$ cat config.mk
export PLATFORM = sky130hd
export DESIGN_NAME = seven_seg_scanner_flat
export DESIGN_NICKNAME = d
export VERILOG_FILES = /design/src/rtl/seven_seg_scanner_if.sv /design/src/rtl/seven_seg_scanner.sv /design/src/flat_wrapper.sv
export SDC_FILE = /design/constraint.sdc
export NUM_CORES = 1
export LEC_CHECK = 0
export ABC_AREA = 1
export BUFFER_PORTS_ARGS = -buffer_cell sky130_fd_sc_hd__buf_2
export CAP_MARGIN = 20
export CORE_MARGIN = 1
export CORE_UTILIZATION = 40
export CTS_CLUSTER_DIAMETER = 80
export DETAILED_ROUTE_END_ITERATION = 16
export PLACE_DENSITY = 0.6
export RECOVER_POWER = 50
export SETUP_SLACK_MARGIN = 0.4
export SKIP_LAST_GASP = 1
export SYNTH_ARGS = -nofsm -noshare
export SYNTH_HDL_FRONTEND = slang
export SYNTH_SLANG_ARGS = --single-unit
$ cat constraint.sdc
create_clock -name clk -period 1.9 [get_ports clk]
set_clock_uncertainty 0.1 [all_clocks]
set_input_delay 0.095 -clock clk [delete_from_list [all_inputs] [get_ports clk]]
set_output_delay 0.095 -clock clk [all_outputs]
set_load 0.1 [all_outputs]
$ cat src/rtl/seven_seg_scanner_if.sv
// Load handshake bundle for seven_seg_scanner: a new 16-bit value plus decimal points.
// The source drives the master side and the scanner drives the slave side.
interface seven_seg_scanner_if;
  logic        load_valid;
  logic        load_ready;
  logic [15:0] load_data;
  logic [3:0]  load_dp;

  modport master (output load_valid, output load_data, output load_dp, input load_ready);
  modport slave  (input load_valid, input load_data, input load_dp, output load_ready);
endinterface

$ cat src/rtl/seven_seg_scanner.sv
// Time-multiplexed scan controller for a 4-digit common-anode seven-segment display.
// Loaded values wait in a pending buffer and reach the display only at frame boundaries.
module seven_seg_scanner #(
  parameter int REFRESH_DIV   = 100000,
  parameter bit BLANK_LEADING = 1'b1
) (
  input  logic              clk,
  input  logic              rst_n,
  input  logic              enable,
  seven_seg_scanner_if.slave load,
  output logic [3:0]        anode,
  output logic [6:0]        segs,
  output logic              dp,
  output logic              frame_done
);

  localparam int            CW       = (REFRESH_DIV > 1) ? $clog2(REFRESH_DIV) : 1;
  localparam logic [CW-1:0] CNT_LAST = CW'(REFRESH_DIV - 1);

  typedef enum logic {IDLE = 1'b0, SCAN = 1'b1} state_t;

  state_t        state_r;
  logic [CW-1:0] cnt_r;
  logic [1:0]    idx_r;
  logic [15:0]   disp_r;
  logic [3:0]    dp_reg_r;
  logic [15:0]   pend_data_r;
  logic [3:0]    pend_dp_r;
  logic          pend_valid_r;
  logic [3:0]    anode_r;
  logic [6:0]    segs_r;
  logic          dp_r;
  logic          frame_done_r;
  logic [3:0]    nibble_s;
  logic [6:0]    segs_s;
  logic          commit_s;

  function automatic logic [6:0] hex_to_segs(input logic [3:0] nib);
    case (nib)
      4'h0:    return 7'b1000000;
      4'h1:    return 7'b1111001;
      4'h2:    return 7'b0100100;
      4'h3:    return 7'b0110000;
      4'h4:    return 7'b0011001;
      4'h5:    return 7'b0010010;
      4'h6:    return 7'b0000010;
      4'h7:    return 7'b1111000;
      4'h8:    return 7'b0000000;
      4'h9:    return 7'b0010000;
      4'hA:    return 7'b0001000;
      4'hB:    return 7'b0000011;
      4'hC:    return 7'b1000110;
      4'hD:    return 7'b0100001;
      4'hE:    return 7'b0000110;
      4'hF:    return 7'b0001110;
      default: return 7'b1111111;
    endcase
  endfunction

  // Digit k is a leading zero when its nibble and every higher nibble are zero.
  function automatic logic leading_zero(input logic [15:0] value, input logic [1:0] k);
    case (k)
      2'd1:    return (value[15:4] == 12'd0);
      2'd2:    return (value[15:8] == 8'd0);
      2'd3:    return (value[15:12] == 4'd0);
      default: return 1'b0;
    endcase
  endfunction

  assign nibble_s = disp_r[{idx_r, 2'b00} +: 4];
  assign segs_s   = (BLANK_LEADING && leading_zero(disp_r, idx_r)) ? 7'b1111111
                                                                    : hex_to_segs(nibble_s);
  assign commit_s = pend_valid_r &&
                    (!enable || ((cnt_r == CNT_LAST) && (idx_r == 2'd3)));

  assign load.load_ready = ~pend_valid_r;
  assign anode           = anode_r;
  assign segs            = segs_r;
  assign dp              = dp_r;
  assign frame_done      = frame_done_r;

  // Scan FSM, pending-buffer handshake and registered display outputs.
  always_ff @(posedge clk or negedge rst_n) begin
    if (!rst_n) begin
      state_r      <= IDLE;
      cnt_r        <= '0;
      idx_r        <= 2'd0;
      disp_r       <= 16'd0;
      dp_reg_r     <= 4'd0;
      pend_data_r  <= 16'd0;
      pend_dp_r    <= 4'd0;
      pend_valid_r <= 1'b0;
      anode_r      <= 4'b1111;
      segs_r       <= 7'b1111111;
      dp_r         <= 1'b1;
      frame_done_r <= 1'b0;
    end else begin
      // A value captured on a commit cycle waits for the next boundary.
      if (pend_valid_r) begin
        if (commit_s) begin
          disp_r       <= pend_data_r;
          dp_reg_r     <= pend_dp_r;
          pend_valid_r <= 1'b0;
        end
      end else if (load.load_valid) begin
        pend_data_r  <= load.load_data;
        pend_dp_r    <= load.load_dp;
        pend_valid_r <= 1'b1;
      end

      if (enable) begin
        state_r      <= SCAN;
        anode_r      <= ~(4'b0001 << idx_r);
        segs_r       <= segs_s;
        dp_r         <= ~dp_reg_r[idx_r];
        frame_done_r <= (state_r == SCAN) && (idx_r == 2'd0) && (cnt_r == '0);
        if (cnt_r == CNT_LAST) begin
          cnt_r <= '0;
          idx_r <= idx_r + 2'd1;
        end else begin
          cnt_r <= cnt_r + CW'(1);
        end
      end else begin
        state_r      <= IDLE;
        cnt_r        <= '0;
        idx_r        <= 2'd0;
        anode_r      <= 4'b1111;
        segs_r       <= 7'b1111111;
        dp_r         <= 1'b1;
        frame_done_r <= 1'b0;
      end
    end
  end

endmodule
$ cat src/flat_wrapper.sv
// flat-port wrapper written by rule: the top's interface ports become plain ports
module seven_seg_scanner_flat 
#(
  parameter int REFRESH_DIV   = 100000,
  parameter bit BLANK_LEADING = 1'b1
)
  (clk, rst_n, enable, anode, segs, dp, frame_done, load_load_valid, load_load_data, load_load_dp, load_load_ready);
  seven_seg_scanner_if load_i ();
  input  logic clk;
  input  logic rst_n;
  input  logic enable;
  output logic [3:0] anode;
  output logic [6:0] segs;
  output logic dp;
  output logic frame_done;
  input wire logic [$bits(load_i.load_valid)-1:0] load_load_valid;
  input wire logic [$bits(load_i.load_data)-1:0] load_load_data;
  input wire logic [$bits(load_i.load_dp)-1:0] load_load_dp;
  output wire logic [$bits(load_i.load_ready)-1:0] load_load_ready;
  assign load_i.load_valid = load_load_valid;
  assign load_i.load_data = load_load_data;
  assign load_i.load_dp = load_load_dp;
  assign load_load_ready = load_i.load_ready;
  seven_seg_scanner #(.REFRESH_DIV(REFRESH_DIV), .BLANK_LEADING(BLANK_LEADING)) u_core (.clk(clk), .rst_n(rst_n), .enable(enable), .load(load_i), .anode(anode), .segs(segs), .dp(dp), .frame_done(frame_done));
endmodule
==> run summary <==
The sink of the worst hold path is u_core.dp_reg_r[2]. The final hold violation count was 0; the number of nets still failing antenna checks after routing was 0. The synthesized-area fraction occupied by ao, oa, aoi and oai cells came out at 1.68%. The cell with the largest stage delay on the worst path was sky130_fd_sc_hd__dfrtp_1.

The via count of the first global-routing pass is 2,988, and the average wire per standard cell is 13.9 microns. For the total via count in the routed design, the log shows 3,100. Along the worst path, the maximum fanout reaches 8. The source of the worst register-to-register timing path was u_core.cnt_r[1]. The source of the critical timing path is u_core.cnt_r[1]. The y dimension of the die was 97.6 microns; the post-synthesis instance area was 0.00366 sq mm. The die width was 97.6 microns; the post-synthesis share of cell area spent on full adders, half adders and majority gates was 4.45%. The number of antenna violations at the first check in global routing was 0. STA classifies the critical path endpoint as a flip-flop. For this run, design rule violations remaining after detail routing come to 2. The total setup violations reported at the end of the flow is 0, and the shortest clock period the worst path allows after layout is 1650 ps. The tools report the number of pins with negative max-slew slack in the final report as 0. The run finished, with violations left. The relative slew slack is 34.3%. The cell count after synthesis came out at 418.

Dividing the detail-routed via count by the number of cells gives 5.03. The flop-to-flop setup slack is 250 ps, and the number of buffers on the longest clock path is 2. In this run, the number of DRC markers left after iteration 0 of detailed routing was 160. The worst hold path was traced through 2 stages. The run gives 75 as the largest net degree at the start of global routing.

Wires add up to 8570 microns. The region available for standard cell placement spans 0.00881 sq mm. The tightest min-delay check is of the flip-flop to flip-flop type. Summing the areas of all and, or, nand and nor instances in the mapped netlist gives 29.2% of the synthesized area. For this run, the slowest stage of the critical path takes 370 ps. The tool flagged a number of max-cap violations equal to 0.

The tools report the critical register-to-register path endpoint as u_core.disp_r[8]. The final reports fail on design-rule violations. In this run the tool buffered the top-level ports with 37 buffer cells. Clock tree synthesis inserted a total of 9 buffers.

Counting flops and latches in the post-synthesis netlist gives 74. Before antenna repair, the detailed router went through 10 iterations. The dominant combinational cell family by area after synthesis is simple AND/OR/NAND/NOR gates. The fraction of the cycle the final worst path needs was 87.1%; the distinct cell type count after synthesis was 27.

The number of cells on the worst reg-to-reg path is 8. The transition at the pin with the smallest max-transition slack is 985 ps, and the I/O pin total is 38. Of the post-synthesis cell area, the part taken by muxes is 6.16%.

The final cell count without fillers is 616. Across the VDD grid, the largest voltage drop is 606 uV. The launching element type of the critical path was a flip-flop.

For this configuration, the core starts out at a cell density of 41.5%. The H-tree was split into 3 levels. Kind of critical path: flip-flop to flip-flop.

The first global-routing pass estimated 13,900 microns of wire. The beginning of the worst hold path is u_core.dp_reg_r[2]. The tools report the global-route usage over all layers as 18.2%. Summing the areas of all xor and xnor instances in the mapped netlist gives 2.15% of the synthesized area.

The final total negative setup slack came out at 0 ps. Summing internal, switching and leakage power gives 6.10 mW. Relative to the synthesized area, the layout overhead comes to 38.7%. The die covers 0.00953 sq mm. The cell sitting at the root of the clock tree is a sky130_fd_sc_hd__clkbuf_8. The tree built by TritonCTS fans out to 74 sinks. A synthesized cell averages 8.75 sq um.

In this run the power density over the cells is 1200 mW/mm^2. The run gives 556 as the placed instance count. The share of cells above drive strength 1 works out to 38.0%. Of the synthesized area, sequential elements account for 51.0%. The tools report the final RePlAce weighted congestion as 0.833. The count of buffering cells on the critical path with inverters included is 1. TritonCTS built the clock tree.

After routing the design area is 0.00507 sq mm. The cell family contributing the most delay on the critical path is simple AND/OR/NAND/NOR gates. The worst path arrival time was 1840 ps. Setup repair after global routing could not meet its margin everywhere. The repair_antennas step left the layout with diodes totalling 0. Walking the worst path, the cells encountered are ha_1 > nand4_1 > nor2_2 > nand2_4 > nand2_8 > clkbuf_16 > nand3_1 > nand2_1. The logs give 350 ps for the clock latency on the worst-skew pair and 2090 ps for the critical path data required time. For the standard-cell row count, the log shows 34. The overall overflow remaining after global route is 0, and the number of warnings printed during yosys synthesis is 0. Clock-pin slew was measured on the worst setup and hold paths at 80 ps. The net count after synthesis was 455; the total placed instance area was 0.00400 sq mm. The logs give 0.605 GHz for the highest clock rate and 540 for the post-layout net count. Summed over all cells, the static leakage comes to 2.32 nW. Detailed placement finished with a half-perimeter wire length of 5210 microns.
==> logic make-up after synthesis <==
family | count (synthesis)
AOI/OAI and AO/OA | 11
DFF | 74
xor gates and xnor gates | 9
buffers and inverters | 40
adders and majority gates | 13
muxes | 20
and+or+nand+nor | 251
==> where the power goes <==
group | total (mW) | internal (mW) | leakage, nW | switching, mW
Clock | 1.52 | 0.886 | 0.124 | 0.630
Combinational | 2.31 | 0.745 | 1.29 | 1.56
Sequential | 2.27 | 2.02 | 0.907 | 0.256
Total | 6.10 | 3.65 | 2.32 | 2.45
==> through the flow <==
| stage | utilization [%] | setup WS [ps] | hold WS, ps |
|---|---|---|---|
| global route | 57.6 | 125 | 398 |
| global placement | 45.5 | 112 | 51.9 |
| detailed placement | 45.5 | 75.4 | 55.3 |
| finish | 57.6 | 246 | 374 |
| CTS | 53.9 | 325 | 218 |
| floorplan | - | 137 | -301 |
==> how the worst max path moves through the flow <==
stage | end | slack, ps | cells past startpoint
floorplan | u_core.pend_data_r[0] | 140 | 4
global placement | u_core.segs[2] | 110 | 10
detailed placement | u_core.segs[2] | 80 | 10
CTS | u_core.segs[3] | 330 | 10
global route | u_core.segs[4] | 130 | 8
finish | u_core.disp_r[8] | 250 | 8
==> tightest hold or removal path, stage by stage (launching register included) <==
cell                      delay [ps]
sky130_fd_sc_hd__dfrtp_1         350
sky130_fd_sc_hd__nand2_1          50
sky130_fd_sc_hd__nand2_1          50
==> final cells by class <==
cell class	count	area [sq um]
well taps	108	135
inverters	26	114
repair buffers	84	687
clock inverters	7	125
fillers	758	3730
flip-flops and latches	74	1870
clock buffers	9	124
multi-input cells	308	2020
==> flip-flops by register name, indices dropped and copies added, names as in the netlist <==
register,count
u_core.pend_valid_r,1
u_core.cnt_r,17
u_core.segs,7
u_core.idx_r,2
u_core.anode,4
u_core.disp_r,16
u_core.pend_data_r,16
u_core.pend_dp_r,4
u_core.frame_done,1
u_core.dp,1
u_core.dp_reg_r,4
u_core.state_r,1
==> cell usage in the layout, fill, tap and decap left out, drive strengths merged, types with 13 or more instances in the layout <==
cell | Yosys | final
nand3 | 56 | 56
inv | 26 | 27
mux2 | 20 | 20
dfrtp | 62 | 62
clkbuf | 0 | 21
buf | 14 | 49
nand2 | 136 | 140
ha | 13 | 13
nor2 | 50 | 50
dlygate4sd3 | 0 | 23
==> Yosys cell counts, drive strengths merged <==
cell / number / area share [%]
a21oi: 4 / 0.55
buf: 14 / 2.6
dfrtp: 62 / 42
dfstp: 12 / 8.6
ha: 13 / 4.4
inv: 26 / 2.7
mux2: 20 / 6.2
nand2: 136 / 14
nand3: 56 / 7.9
nand4: 2 / 0.34
nor2: 50 / 5.5
nor3: 5 / 0.68
nor3b: 1 / 0.21
nor4: 1 / 0.17
o21ai: 4 / 0.55
o21bai: 2 / 0.41
o22ai: 1 / 0.17
xnor2: 1 / 0.24
xor2: 8 / 1.9
==> per-layer routing <==
metal  GRT usage [%]  vias up  wire (microns)
li1                -     1510               -
met1            23.3     1507            3820
met2            30.8       73            4360
met3            2.95       10             270
met4            7.11        0             117
met5               0        -               0
==> what timing repair did <==
item	4_1_cts	5_1_grt
hold endpoints to repair	100	0
setup buffers	12	3
hold buffers	23	0
gates cloned	0	6
setup endpoints to repair	52	51
gates resized for setup	39	58
pin swaps	8	36
No activity file was read; power rests on OpenSTA's default activity.
